===== src/rtl/xor_frame_checksum.sv =====
// xor_frame_checksum
//   Streaming XOR checksum unit. Folds a frame of WIDTH-bit words into a
//   running XOR, counts the words (saturating), and presents the per-frame
//   checksum, its parity and a zero-check through a valid/ready output
//   register.
//
// Ports
//   clk           rising-edge clock
//   reset         asynchronous active-low reset
//   clear         synchronous frame abort (drops partial frame and pending result)
//   in_valid      in_data/in_last valid
//   in_ready      beat can be accepted this cycle (combinational)
//   in_data       data word
//   in_last       final word of frame
//   out_valid     result registers hold an unconsumed frame result
//   out_ready     consumer takes the result this cycle
//   out_checksum  XOR of all words in the frame
//   out_parity    XOR-reduction of out_checksum
//   out_zero      out_checksum == 0
//   out_count     words in frame, saturating at 2^CNT_W-1
//   out_sat       word count saturated during this frame
module xor_frame_checksum #(
  parameter int unsigned WIDTH = 64,
  parameter int unsigned CNT_W = 16
) (
  input  logic             clk,
  input  logic             reset,
  input  logic             clear,
  input  logic             in_valid,
  output logic             in_ready,
  input  logic [WIDTH-1:0] in_data,
  input  logic             in_last,
  output logic             out_valid,
  input  logic             out_ready,
  output logic [WIDTH-1:0] out_checksum,
  output logic             out_parity,
  output logic             out_zero,
  output logic [CNT_W-1:0] out_count,
  output logic             out_sat
);

  typedef enum logic [1:0] {
    IDLE  = 2'd0,
    ACCUM = 2'd1,
    HOLD  = 2'd2
  } state_t;

  localparam logic [CNT_W-1:0] CNT_MAX = '1;
  localparam logic [CNT_W-1:0] CNT_ONE = CNT_W'(1);

  state_t             state_q, state_d;
  logic [WIDTH-1:0]   acc_q, acc_d;
  logic [CNT_W-1:0]   cnt_q, cnt_d;
  logic               sat_q, sat_d;
  logic               vld_q, vld_d;
  logic [WIDTH-1:0]   ck_q, ck_d;
  logic               par_q, par_d;
  logic               zero_q, zero_d;
  logic [CNT_W-1:0]   ocnt_q, ocnt_d;
  logic               osat_q, osat_d;

  logic               accept;
  logic               cnt_at_max;
  logic [CNT_W-1:0]   cnt_inc;
  logic [WIDTH-1:0]   fold;

  // A pending result blocks input unless it is being consumed this cycle,
  // which lets frames stream back-to-back without a bubble.
  assign in_ready   = reset && !clear && (!vld_q || out_ready);
  assign accept     = in_valid && in_ready;
  assign cnt_at_max = (cnt_q == CNT_MAX);
  assign cnt_inc    = cnt_at_max ? cnt_q : cnt_q + CNT_ONE;
  assign fold       = acc_q ^ in_data;

  always_comb begin
    state_d = state_q;
    acc_d   = acc_q;
    cnt_d   = cnt_q;
    sat_d   = sat_q;
    vld_d   = vld_q;
    ck_d    = ck_q;
    par_d   = par_q;
    zero_d  = zero_q;
    ocnt_d  = ocnt_q;
    osat_d  = osat_q;

    if (clear) begin
      // Abort: open frame and pending result dropped; result data kept.
      acc_d   = '0;
      cnt_d   = '0;
      sat_d   = 1'b0;
      vld_d   = 1'b0;
      state_d = IDLE;
    end else begin
      if (vld_q && out_ready) begin
        vld_d   = 1'b0;
        state_d = IDLE;
      end
      if (accept) begin
        if (in_last) begin
          ck_d    = fold;
          par_d   = ^fold;
          zero_d  = (fold == '0);
          ocnt_d  = cnt_inc;
          osat_d  = sat_q | cnt_at_max;
          vld_d   = 1'b1;
          acc_d   = '0;
          cnt_d   = '0;
          sat_d   = 1'b0;
          state_d = HOLD;
        end else begin
          acc_d   = fold;
          cnt_d   = cnt_inc;
          sat_d   = sat_q | cnt_at_max;
          state_d = ACCUM;
        end
      end
    end
  end

  always_ff @(posedge clk or negedge reset) begin
    if (!reset) begin
      state_q <= IDLE;
      acc_q   <= '0;
      cnt_q   <= '0;
      sat_q   <= 1'b0;
      vld_q   <= 1'b0;
      ck_q    <= '0;
      par_q   <= 1'b0;
      zero_q  <= 1'b1;
      ocnt_q  <= '0;
      osat_q  <= 1'b0;
    end else begin
      state_q <= state_d;
      acc_q   <= acc_d;
      cnt_q   <= cnt_d;
      sat_q   <= sat_d;
      vld_q   <= vld_d;
      ck_q    <= ck_d;
      par_q   <= par_d;
      zero_q  <= zero_d;
      ocnt_q  <= ocnt_d;
      osat_q  <= osat_d;
    end
  end

  assign out_valid    = vld_q;
  assign out_checksum = ck_q;
  assign out_parity   = par_q;
  assign out_zero     = zero_q;
  assign out_count    = ocnt_q;
  assign out_sat      = osat_q;

endmodule


===== config.mk =====
export PLATFORM = sky130hd
export DESIGN_NAME = xor_frame_checksum
export DESIGN_NICKNAME = d
export VERILOG_FILES = /design/src/rtl/xor_frame_checksum.sv
export SDC_FILE = /design/constraint.sdc
export NUM_CORES = 1
export LEC_CHECK = 0
export BUFFER_PORTS_ARGS = -buffer_cell sky130_fd_sc_hd__buf_4
export CAP_MARGIN = 20
export CORE_ASPECT_RATIO = 1.5
export CORE_MARGIN = 10
export CORE_UTILIZATION = 30
export CTS_BUF_LIST = sky130_fd_sc_hd__clkbuf_4 sky130_fd_sc_hd__clkbuf_8 sky130_fd_sc_hd__clkbuf_16
export DETAILED_ROUTE_END_ITERATION = 12
export MAX_ROUTING_LAYER = met4
export PLACE_DENSITY = 0.58
export RECOVER_POWER = 50
export SLEW_MARGIN = 25
export SYNTH_ARGS = -nofsm -noshare
export SYNTH_HDL_FRONTEND = slang
export SYNTH_SLANG_ARGS = --single-unit

===== constraint.sdc =====
create_clock -name clk -period 2.7 [get_ports clk]
set_clock_uncertainty 0.2 [all_clocks]
set_input_delay 0.405 -clock clk [delete_from_list [all_inputs] [get_ports clk]]
set_output_delay 0.405 -clock clk [all_outputs]
set_load 0.02 [all_outputs]

## After elaboration in Yosys (flattened, before gate mapping)

Cells that the tools add are included.

| cells by class | value |
|---|---|
| bitwise logic cells | 3 |
| equality and inequality tests | 1 |
| mux-type cells | 14 |
| reduce and logical (&&, ||, !) cells | 11 |
| $add $sub $neg | 1 |

Operator list:

| kind | count |
|---|---|
| $mux 64 | 3 |
| $logic_not 64->1 | 1 |
| $mux 16 | 4 |
| $reduce_xor 64->1 | 1 |
| $xor 64x64->64 | 1 |
| $add 16x1->16 const B | 1 |
| $eq 16x16->1 const B | 1 |
| $mux 1 | 7 |
| $logic_and 1x1->1 | 4 |
| $reduce_and 3->1 | 1 |
| $logic_not 1->1 | 2 |
| $reduce_bool 2->1 | 1 |
| $logic_or 1x1->1 | 1 |
| $not 1->1 | 1 |
| $or 1x1->1 | 1 |

| word-level totals | value |
|---|---|
| flip-flop bits (word level) | 165 |
| input bits | 70 |
| logic and storage cells | 39 |
| output and inout port bits | 85 |

## Depth between registers and ports, before layout

Gate-level depths: netlist of the first run.

| logic depth | value |
|---|---|
| word-level depth | 6 |
| gate-level depth with buffers | 10 |
| depth with buffers taken out | 9 |

## Worst setup path before layout of the first run

No wires, ideal clock.

| timing | value |
|---|---|
| path type | input to register |
| from | in out_ready |
| to | reg vld_q (netlist: out_valid) |
| arrival | 1.962 ns |
| data required time | 2.357 ns |
| path slack | 0.395 ns |
| setup time | 0.143 ns |
| stages on the path | 8 |
| buffers on the path | 4 |
| cells stage by stage | nand2b_1 and3b_1 clkbuf_1 nand3_1 clkbuf_1 clkbuf_1 clkbuf_1 o21ai_0 |

| between the ends | value |
|---|---|
| cells in the longest elaborated chain, start to end | 5 |
| elaborated cells between the ends (all ways) | 8 |
| classes of those cells | 4 x mux; 4 x reduce/logical |

Ends and longest elaborated chain:

| item | line | text |
|---|---|---|
| start, declared | 34 | `input logic out_ready,` |
| $logic_or 1x1->1 | 69 | `assign in_ready = reset && !clear && (!vld_q \|\| out_ready);` |
| $logic_and 1x1->1 | 69 |  |
| via in_ready | 30 | `output logic in_ready,` |
| $logic_and 1x1->1 | 70 | `assign accept = in_valid && in_ready;` |
| $mux 1 | 99 | `if (accept) begin` |
| $mux 1 | 87 | `if (clear) begin` |
| via vld_d | 55 | `logic vld_q, vld_d;` |
| end signal, assigned | 138 | `vld_q <= vld_d;` |
| end, declared | 55 |  |

The timed path passes the listed nets, and every way through them passes these cells.
A chain may end at the register's enable or synchronous reset.

## Worst setup path in the final report of the first run

| timing | value |
|---|---|
| from | in reset |
| to | reg cnt_q[0] |

| between the ends | value |
|---|---|
| cells in the longest elaborated chain, start to end | 4 |

Ends and longest elaborated chain:

| item | line | text |
|---|---|---|
| start, declared | 27 | `input logic reset,` |
| $logic_and 1x1->1 (2 in series) | 69 |  |
| $logic_and 1x1->1 | 70 |  |
| $reduce_bool 2->1 (no line) | n/a |  |
| end signal, assigned | 136 | `cnt_q <= cnt_d;` |
| end, declared | 53 | `logic [CNT_W-1:0] cnt_q, cnt_d;` |

No other way between the ends.

==> reports/results.ini, run 1 <==
[synth]
synth_edf_count=0
synthMuxAreaShare_pct=0.122
avgSynthCellArea_um2=8.76
synthXorXnorAreaFrac_pct=15.3
yosys.area_share.simple_pct=18.4
ys_types=35
ys_seq_elements=165
yosys_warnings=0
synth_top_family_by_area=simple AND/OR/NAND/NOR gates
synth-adder-area-share_pct=0.152
syn-cell-area_um2=8210
async_reset_ff_share_pct=100
syn-num-nets=1008
synth_seq_area_share_pct=50.3
ys.flop_type=dfrtp_1
synth_compound_area_share_pct=13.5
postSynthCellCount=937

[setup_path]
cp.required_ps=2840
crit_path_start_kind=input pin
cp_max_fo=29
critPathArrivalTime_ps=2580
critPathCaptureType=flip-flop
crit_type=input pin to flip-flop

[cts]
cts_setup_buffers=0
cts_tree=yes
clockRootBuffer=clkbuf_16
htreeDepth=4
clock_latency_ps=440
path_clk_slew_ps=70
numCtsBuffers=17
cts_max_path_buffers=2
clock-sinks=165

[global_route]
grt_pass1_wl_mm=40.8
grt_max_degree=109
grt_pass1_vias=6969
gr-total-overflow=0
antenna_found_initial=0
grt_use_total_pct=15.5

[die]
io-pin-count=155
fp-row-count=74
die_x_um=155
die_area_um2=34500
placeableCoreArea_um2=27100
die_y_um=223
initial_utilization_pct=30.3

[finish]
multi_input_area_um2=3920
drive_above_1_share_pct=16.1
antenna_cells=0
layout_common_cells=nand2_1, o21ai_0, dfrtp_1, buf_4, nor2_1
syn_to_final_growth_pct=27.3
fillers=2763
fin_util_pct=38.5
nets=1180
final_common_cell=nand2_1
seq_area_um2=4130

[power]
leakagePower_nw=4.68
power_per_cell_area_nw_per_um2=698
max-vdd-ir-drop_mv=0.422

[timing]
setup_viol=0
fmax_ghz=0.409
finalCriticalPeriod_ps=2440
relSlewSlack_pct=-4.91
worstMarginPinSlew_ps=1570
rsz0062_at_grt=no
fin_tns_setup_ps=0
period_share_pct=90.5
report.final.slew_viol_count=167
finalHoldViolCount=0

[job]
cap_violations=2

[min_path]
hold_class=input pin to flip-flop

[route]
drt-pass1-iter-count=4
viasPerCell=4.73
drt_wl_total_mm=26.2
drc_errors=0
routedWlPerCell_um=17.9
via_count=6925
drtIter0Drc=361
antenna_left=0

[outcome]
violations=max-capacitance violations, max-slew violations
outcome=finished, violations left

[place]
hpwl_mm=19.0
port_buffers=154
gp_congestion=0.773

registers in the layout, summed over array words and instances, names as in the netlist:
signal        flops
cnt_q            16
acc_q            64
out_zero          1
out_checksum     64
out_count        16
out_parity        1
out_sat           1
sat_q             1
out_valid         1
worst paths after layout:
| path | start | slack [ps] | endpoint | cells after the start |
|---|---|---|---|---|
| worst max-delay path | reset | 260 | cnt_q[0] | 9 |
| min in group asynchronous | reset | 960 | out_checksum[26] | 3 |
| worst min register to register | out_checksum[54] | 270 | out_checksum[54] | 2 |
| worst max register to register | cnt_q[0] | 310 | out_count[11] | 8 |
| worst min-delay path | in_data[27] | 40 | acc_q[27] | 3 |
| max in group asynchronous | reset | 310 | out_checksum[59] | 3 |
synthesized netlist by cell type (3+ instances only):
cell        n  area (um^2)
o21ai_1     5         25.0
o31ai_1     7         52.6
a21oi_1    10         50.1
nor4_1      9         56.3
nand2_1   235          882
clkbuf_1   42          158
xor2_1     47          412
nor2_1     87          327
dfrtp_1   164         4100
xor2_2      7          114
nand3_1     8         40.0
nor3_1      7         35.0
and3_1      3         18.8
nand4_1    13         81.3
o21ai_0   184          921
xnor2_1    83          727
buf_2       4         20.0
kinds of logic after synthesis:
kind of cell | after synthesis
flops | 165
simple gates | 371
compound gates | 213
fa+ha+maj | 1
xor+xnor | 137
buf+inv | 49
mux | 1
stage by stage:
stage | hold WS [ps] | cells | setup WS (ps) | power, mW | area (um^2)
2_1_floorplan | -90.6 | 937 | 395 | 4.00 | 8210
3_3_place_gp | 262 | 1430 | 94.2 | 4.88 | 10100
3_5_place_dp | 265 | 1430 | 101 | 4.90 | 10100
4_1_cts | 15.3 | 1463 | 244 | 7.55 | 10700
5_1_grt | 30.6 | 1463 | 14.1 | 7.65 | 10400
6_report | 38.3 | 1463 | 258 | 7.29 | 10400
power by group:
part | internal [mW] | switching, mW
registers | 2.72 | 0.167
logic | 0.712 | 1.06
clock network | 1.61 | 1.02
timing repair:
action	CTS	global route
endpoints found under the hold margin	109	0
hold buffers	2	0
endpoints found under the setup margin	0	0
gates resized for setup	0	0
final cells by class:
class,instances,share of cell area (%)
multi-input combinational,723,37.5
timing repair buffer,200,12.8
clock buffer,22,4.49
clock inverter,9,1.46
inverter,2,0.0718
sequential,165,39.5
tap,342,4.10
critical path, stage by stage:
cell and delay [ps]:
dlygate4sd3_1 520, clkbuf_2 220, and3b_1 390, nand2_1 160, nor2_4 140, buf_4 330, and2_1 230, o21ai_0 80
o31ai_1 80
metal layers:
layer / up-vias / part of all wire, % / GRT usage (%)
met5: - / 0 / -
met1: 3333 / 40 / 16.9
met4: 0 / 2.0 / 5.01
met3: 24 / 4.4 / 3.52
li1: 3432 / - / -
met2: 136 / 53 / 27.1
(Power assumes the default switching activity.)
==> run 2: changes to the inputs <==
--- a/config.mk
+++ b/config.mk
@@ -5,6 +5,7 @@
 export SDC_FILE = /design/constraint.sdc
 export NUM_CORES = 1
 export LEC_CHECK = 0
+export ABC_AREA = 1
 export BUFFER_PORTS_ARGS = -buffer_cell sky130_fd_sc_hd__buf_4
 export CAP_MARGIN = 20
 export CORE_ASPECT_RATIO = 1.5
==> run 2 against run 1 <==
Against the previous run: the run now ends clean; routed wire length rose by 4.8%; cell area rose by 7.6%; utilization fell by 1.5 points; via count rose by 27%; synthesized cell count rose by 46%; largest power group unchanged; clock power fell by 7%; sequential cell count did not move; sequential power rose by 2%; fmax rose by 6.1%; first-iteration DRC count rose by 7.5%; clock-buffer cell count fell by 3; register-to-register slack improved by 260 ps.
==> reports/results.ini, run 2 <==
[finish]
final_common_cell=nand2_1
drive_above_1_share_pct=9.03  ; -7.0 points
syn_to_final_growth_pct=21.5
design_area_um2=11200  ; +7.6%
nets=1597  ; +35%
fillers=3279  ; +19%
seq_area_um2=4130  ; unchanged
layout_common_cells=nand2_1, dfrtp_1, inv_1, o21ai_0, clkbuf_1
multi_input_area_um2=4400  ; +12%

[setup_path]
path_cells=dlygate4sd3_1 -> clkbuf_1 -> nand2_1 -> nor2_1 -> nand2_1 -> nor2_2 -> inv_4 -> buf_4 -> nand2_1 -> o21ai_0
cp.required_ps=2810  ; -30 ps
ff2ff_setup_slack_ps=570  ; +260 ps
crit_path_start_kind=input pin
path_delay_family=buffers and inverters
cp_max_fo=49  ; +69%
max_stage_delay_ps=520  ; about the same
crit_type=input pin to flip-flop
cpMostUsedCell=nand2_1
timing.critical_path.buf_inv=4  ; +1
critPathCaptureType=flip-flop
slowest_stage=dlygate4sd3_1
critPathArrivalTime_ps=2410  ; -170 ps
rr_endpoint=out_count[1]
crit_start=reset
r2r_start=cnt_q[0]
reg2reg_depth=9  ; +1

[die]
placeableCoreArea_um2=30400  ; +12%
fp-row-count=78  ; +5.4%
die_y_um=235  ; +5.6%
initial_utilization_pct=30.5  ; +0.22 points
die_area_um2=38400  ; +11%
io-pin-count=155  ; unchanged
die_x_um=163  ; +5.4%

[route]
via_count=8808  ; +27%
drtIter0Drc=388  ; +7.5%
drt_wl_total_mm=27.4  ; +4.8%
viasPerCell=4.54  ; -4.1%
drt-pass1-iter-count=4  ; unchanged
drc_errors=0  ; unchanged
routedWlPerCell_um=14.1  ; -21%
antenna_left=0  ; unchanged

[synth]
synth_area_leaders=dfrtp_1, nand2_1, inv_1, o21ai_0, nand3_1
async_reset_ff_share_pct=100  ; unchanged
ys.flop_type=dfrtp_1
synth_seq_area_share_pct=44.7  ; -5.7 points
yosys.area.top_type_share_pct=44.4  ; -5.6 points
synthTopCellsByCount=nand2_1, dfrtp_1, inv_1
synth_top_area_cell=dfrtp_1
avgSynthCellArea_um2=6.75  ; -23%
ys_types=32  ; -8.6%
postSynthCellCount=1371  ; +46%
syn-num-nets=1442  ; +43%
syn-cell-area_um2=9250  ; +13%
ys_seq_elements=165  ; unchanged
yosys_warnings=0  ; unchanged
yosysMostFrequentCell=nand2_1
synth_edf_count=0  ; unchanged

[power]
switchingPower_mw=2.48  ; +10%
leakagePower_nw=6.01  ; +29%
power_per_cell_area_nw_per_um2=631  ; -9.6%
p_comb_share_pct=24.2  ; about the same
max-vdd-ir-drop_mv=0.427  ; +1.2%
pwr-share-seq_pct=41.4  ; +1.8 points
p_sw_share_pct=35.0  ; +4.2 points
cellInternalPower_mw=4.61  ; -8.6%
p_clk_share_pct=34.4  ; -1.6 points

[place]
post-place-ws_ps=396  ; +296 ps
place_area_um2=10900  ; +8.8%
gp_congestion=0.810  ; +4.8%
port_buffers=154  ; unchanged
hpwl_mm=20.1  ; +6.1%

[global_route]
grt_pass1_vias=8815  ; +26%
gr-total-overflow=0  ; unchanged
grt_max_degree=166  ; +52%
grt_use_total_pct=14.9  ; -0.62 points
antenna_found_initial=2  ; +2
grt_pass1_wl_mm=44.5  ; +9.1%

[cts]
numCtsBuffers=17  ; unchanged
clock_latency_ps=440  ; about the same
cts_tree=yes
htreeDepth=4  ; unchanged
cts_max_path_buffers=2  ; unchanged
cts_resized=0  ; unchanged
path_clk_slew_ps=70  ; about the same
clock-sinks=165  ; unchanged
clockRootBuffer=clkbuf_16

[timing]
fmax_ghz=0.434  ; +6.1%
finalCriticalPeriod_ps=2300  ; -140 ps
rsz0062_at_grt=no
worstMarginPinSlew_ps=994  ; -579 ps
period_share_pct=85.3  ; -5.2 points
finalHoldViolCount=0  ; unchanged
setup_viol=0  ; unchanged
relSlewSlack_pct=33.7  ; +39 points
report.final.slew_viol_count=0  ; -100%
fin_tns_setup_ps=0  ; unchanged
timing.final.ws_setup_ps=398  ; +140 ps

[min_path]
holdPathEnd=out_checksum[59]
hold_class=input pin to flip-flop
worstHoldStart=in_data[59]
hold_depth=4  ; +1

[job]
cap_violations=0  ; -2

[outcome]
outcome=finished, final reports clean

==> run 2: layer usage <==
layer / global-route usage, % / share of wire [%] / up-vias
met3: 4.18 / 5.2 / 25
met5: - / 0 / -
met2: 25.9 / 52 / 136
li1: - / - / 4563
met4: 4.92 / 1.7 / 0
met1: 15.8 / 41 / 4084
==> run 2: worst max path at each step <==
stage | to | depth (start not counted)
after detailed placement | out_zero | 8
after global routing | out_checksum[36] | 10
after CTS | sat_q | 10
after floorplan | out_count[10] | 10
after global placement | out_zero | 8
final | out_checksum[12] | 10
==> run 2: repair_timing <==
item / in CTS / in global routing
hold endpoints to repair: 4 / 0
setup buffers: 0 / 0
hold buffers: 2 / 0
==> run 2: power by group through the flow <==
stage               clock network (mW)  logic, mW  registers [mW]
floorplan                            0      0.845            3.23
global placement                     0       1.90            2.98
detailed placement                   0       1.95            2.99
CTS                               2.53       1.95            2.94
global route                      2.62       1.98            2.97
finish                            2.44       1.72            2.94
==> run 2: layout make-up <==
cell class,count,area share [%]
Tap cell,400,4.45
Clock buffer,19,4.03
Antenna cell,2,0.0445
Clock inverter,13,1.11
Timing Repair Buffer,174,9.34
Sequential cell,165,36.7
Inverter,154,5.16
Multi-Input combinational cell,1014,39.1
==> run 2: logic make-up (layout without fill, tap and decap cells) <==
logic type / after synthesis / after routing / share of synthesized area [%]
XOR/XNOR: 31 / 31 / 3.02
AND/OR/NAND/NOR: 831 / 831 / 35.7
adder cells (fa/ha/maj): 1 / 1 / 0.135
flip-flops: 165 / 165 / 44.7
buffers and inverters: 192 / 360 / 7.95
AO/OA/AOI/OAI: 151 / 151 / 8.59
other: 0 / 2 / 0
==> run 2: worst reg2reg max path, cell delays in order, from the launching register on <==
cell,delay [ps]
dfrtp_1,400
ha_1,200
nand3_1,130
nor4_4,200
nand2_2,130
nor2_4,150
inv_1,120
o21ai_0,350
nand2_1,120
nand2_1,70
==> run 2: metrics by stage <==
step / util (%) / hold slack (ps) / instances / total power, mW
2_1_floorplan: - / -90.6 / 1371 / 4.08
3_3_place_gp: 36.1 / 269 / 1904 / 4.89
3_5_place_dp: 36.1 / 271 / 1904 / 4.93
4_1_cts: 38.0 / 45.8 / 1938 / 7.43
5_1_grt: 37.0 / 72.9 / 1941 / 7.57
6_report: 37.0 / 80.0 / 1941 / 7.09
==> run 3: changes to the inputs <==
--- a/config.mk
+++ b/config.mk
@@ -14,7 +14,6 @@
 export CTS_BUF_LIST = sky130_fd_sc_hd__clkbuf_4 sky130_fd_sc_hd__clkbuf_8 sky130_fd_sc_hd__clkbuf_16
 export DETAILED_ROUTE_END_ITERATION = 12
 export MAX_ROUTING_LAYER = met4
-export PLACE_DENSITY = 0.58
 export RECOVER_POWER = 50
 export SLEW_MARGIN = 25
 export SYNTH_ARGS = -nofsm -noshare
==> run 3 against run 2 <==
Against the previous run: via count hardly changed; critical path type unchanged; the flow now finishes with violations (max-capacitance violations, max-slew violations); critical endpoint is now out_count[6]; fmax decreased by 6.4%; clock power grew 8.2%; setup slack lost 160 ps.
==> reports/results.ini, run 3 (synthesis gave the netlist of run 2 again) <==
[outcome]
outcome=finished, violations left
violations=max-capacitance violations, max-slew violations

[global_route]
antenna_found_initial=5  ; +3
grt_max_degree=166  ; unchanged
grt_use_total_pct=14.5  ; -0.33 points
gr-total-overflow=0  ; unchanged
grt_pass1_vias=8639  ; -2.0%
grt_pass1_wl_mm=43.6  ; -2.0%

[cts]
cts_setup_buffers=0  ; unchanged
htreeDepth=4  ; unchanged
clockRootBuffer=clkbuf_16
cts_max_path_buffers=2  ; unchanged
cts_tree=yes
cts_resized=0  ; unchanged
numCtsBuffers=17  ; unchanged
clock-sinks=165  ; unchanged
path_clk_slew_ps=70  ; about the same
clock_latency_ps=450  ; about the same

[place]
post-place-ws_ps=337  ; -59.7 ps
place_area_um2=10900  ; -0.43%
hpwl_mm=19.6  ; -2.5%
port_buffers=154  ; unchanged
gp_congestion=0.788  ; -2.7%
dp.cells=1901  ; -0.16%

[power]
pwr-share-seq_pct=40.4  ; -1.0 points
leakagePower_nw=6.00  ; -0.17%
p_comb_share_pct=23.3  ; -0.9 points
p_sw_share_pct=33.5  ; -1.5 points
switchingPower_mw=2.43  ; -1.9%
power_mw=7.27  ; +2.5%
cellInternalPower_mw=4.83  ; +4.9%
power_per_cell_area_nw_per_um2=647  ; +2.7%
max-vdd-ir-drop_mv=0.439  ; +2.8%
p_clk_share_pct=36.3  ; +1.9 points

[timing]
finalHoldViolCount=0  ; unchanged
finalCriticalPeriod_ps=2460  ; +158 ps
timing.final.ws_setup_ps=240  ; -158 ps
worstMarginPinSlew_ps=1720  ; +730 ps
fmax_ghz=0.407  ; -6.4%
rsz0062_at_grt=no
relSlewSlack_pct=-14.9  ; -49 points
hold_ws_ps=78.7  ; -1.30 ps
period_share_pct=91.1  ; +5.8 points
fin_tns_setup_ps=0  ; unchanged
setup_viol=0  ; unchanged
report.final.slew_viol_count=166  ; +166

[die]
fp-row-count=78  ; unchanged
die_y_um=235  ; unchanged
die_area_um2=38400  ; unchanged
die_x_um=163  ; unchanged
io-pin-count=155  ; unchanged
initial_utilization_pct=30.5  ; unchanged
placeableCoreArea_um2=30400  ; unchanged

[finish]
final_cells=1939  ; -0.10%
fin_util_pct=37.0  ; -0.054 points
fillers=3272  ; -0.21%
layout_common_cells=nand2_1, dfrtp_1, inv_1, o21ai_0, clkbuf_1
drive_above_1_share_pct=8.74  ; -0.30 points
syn_to_final_growth_pct=21.4
final_common_cell=nand2_1
nets=1593  ; -0.25%
design_area_um2=11200  ; -0.14%

[setup_path]
rr_endpoint=out_count[6]
r2r_start=out_valid
reg2reg_depth=8  ; -1
cp.required_ps=2820  ; about the same
critPathCaptureType=flip-flop
crit_type=input pin to flip-flop
ff2ff_setup_slack_ps=520  ; -50 ps
cp_max_fo=70  ; +43%
critPathArrivalTime_ps=2580  ; +170 ps
crit_start=out_ready
crit_path_start_kind=input pin

[route]
routedWlPerCell_um=13.8  ; -2.4%
drc_errors=0  ; unchanged
drt_wl_total_mm=26.7  ; -2.5%
via_count=8816  ; +0.091%
antenna_left=0  ; unchanged
viasPerCell=4.55  ; +0.19%
drt-pass1-iter-count=7  ; +3
drtIter0Drc=401  ; +3.4%

[min_path]
hold_depth=4  ; unchanged
hold_class=input pin to flip-flop
worstHoldStart=in_data[59]
holdPathEnd=out_checksum[59]

[job]
cap_violations=1  ; +1

## run 3: changes by cell type in the layout (fill, tap and decap cells not counted)
cell,before,now
clkbuf_4,0,2
diode_2,2,5
bufinv_16,1,4
buf_4,83,82
clkbuf_8,2,0
clkinvlp_4,5,4
inv_6,3,0
buf_12,4,1
## run 3: how the worst max path moves through the flow
stage | end | cells past startpoint
CTS | out_count[12] | 9
global placement | out_count[12] | 8
finish | out_count[6] | 9
global route | out_count[0] | 10
detailed placement | out_count[6] | 8
floorplan | out_count[10] | 10
## run 3: worst max-delay path, stage by stage
cell	delay, ps
dlygate4sd3_1	550
buf_4	130
nor2_1	140
nor2_1	70
nand2_1	180
nor2_2	90
inv_4	500
buf_4	360
o21ai_0	120
## run 3: what timing repair did
item / 4_1_cts / 5_1_grt
endpoints found under the setup margin: 0 / 0
hold buffers: 2 / 0
endpoints found under the hold margin: 11 / 0
## run 3: power by group through the flow
stage | Sequential [mW] | Combinational [mW] | Clock [mW]
after floorplan | 3.23 | 0.845 | 0
after global placement | 2.98 | 1.89 | 0
after detailed placement | 2.98 | 1.93 | 0
after CTS | 2.94 | 1.93 | 2.73
after global routing | 2.97 | 1.96 | 2.83
final | 2.93 | 1.70 | 2.64
## run 3: layer usage
layer	wire length, um	global-route usage [%]	vias to the layer above	part of all wire, %
met2	13800	25.4	142	52
met3	1350	4.11	30	5.1
li1	-	-	4550	-
met1	11000	15.0	4094	41
met4	551	5.49	0	2.1
met5	0	-	-	0
## run 3: layout make-up
type	count	area [um^2]	area share (%)
sequential	165	4130	36.8
tap	400	500	4.46
multi-input combinational	1014	4400	39.2
clock inverter	12	181	1.62
inverter	154	581	5.17
clock buffer	19	440	3.92
antenna	5	12.5	0.111
timing repair buffer	170	982	8.75
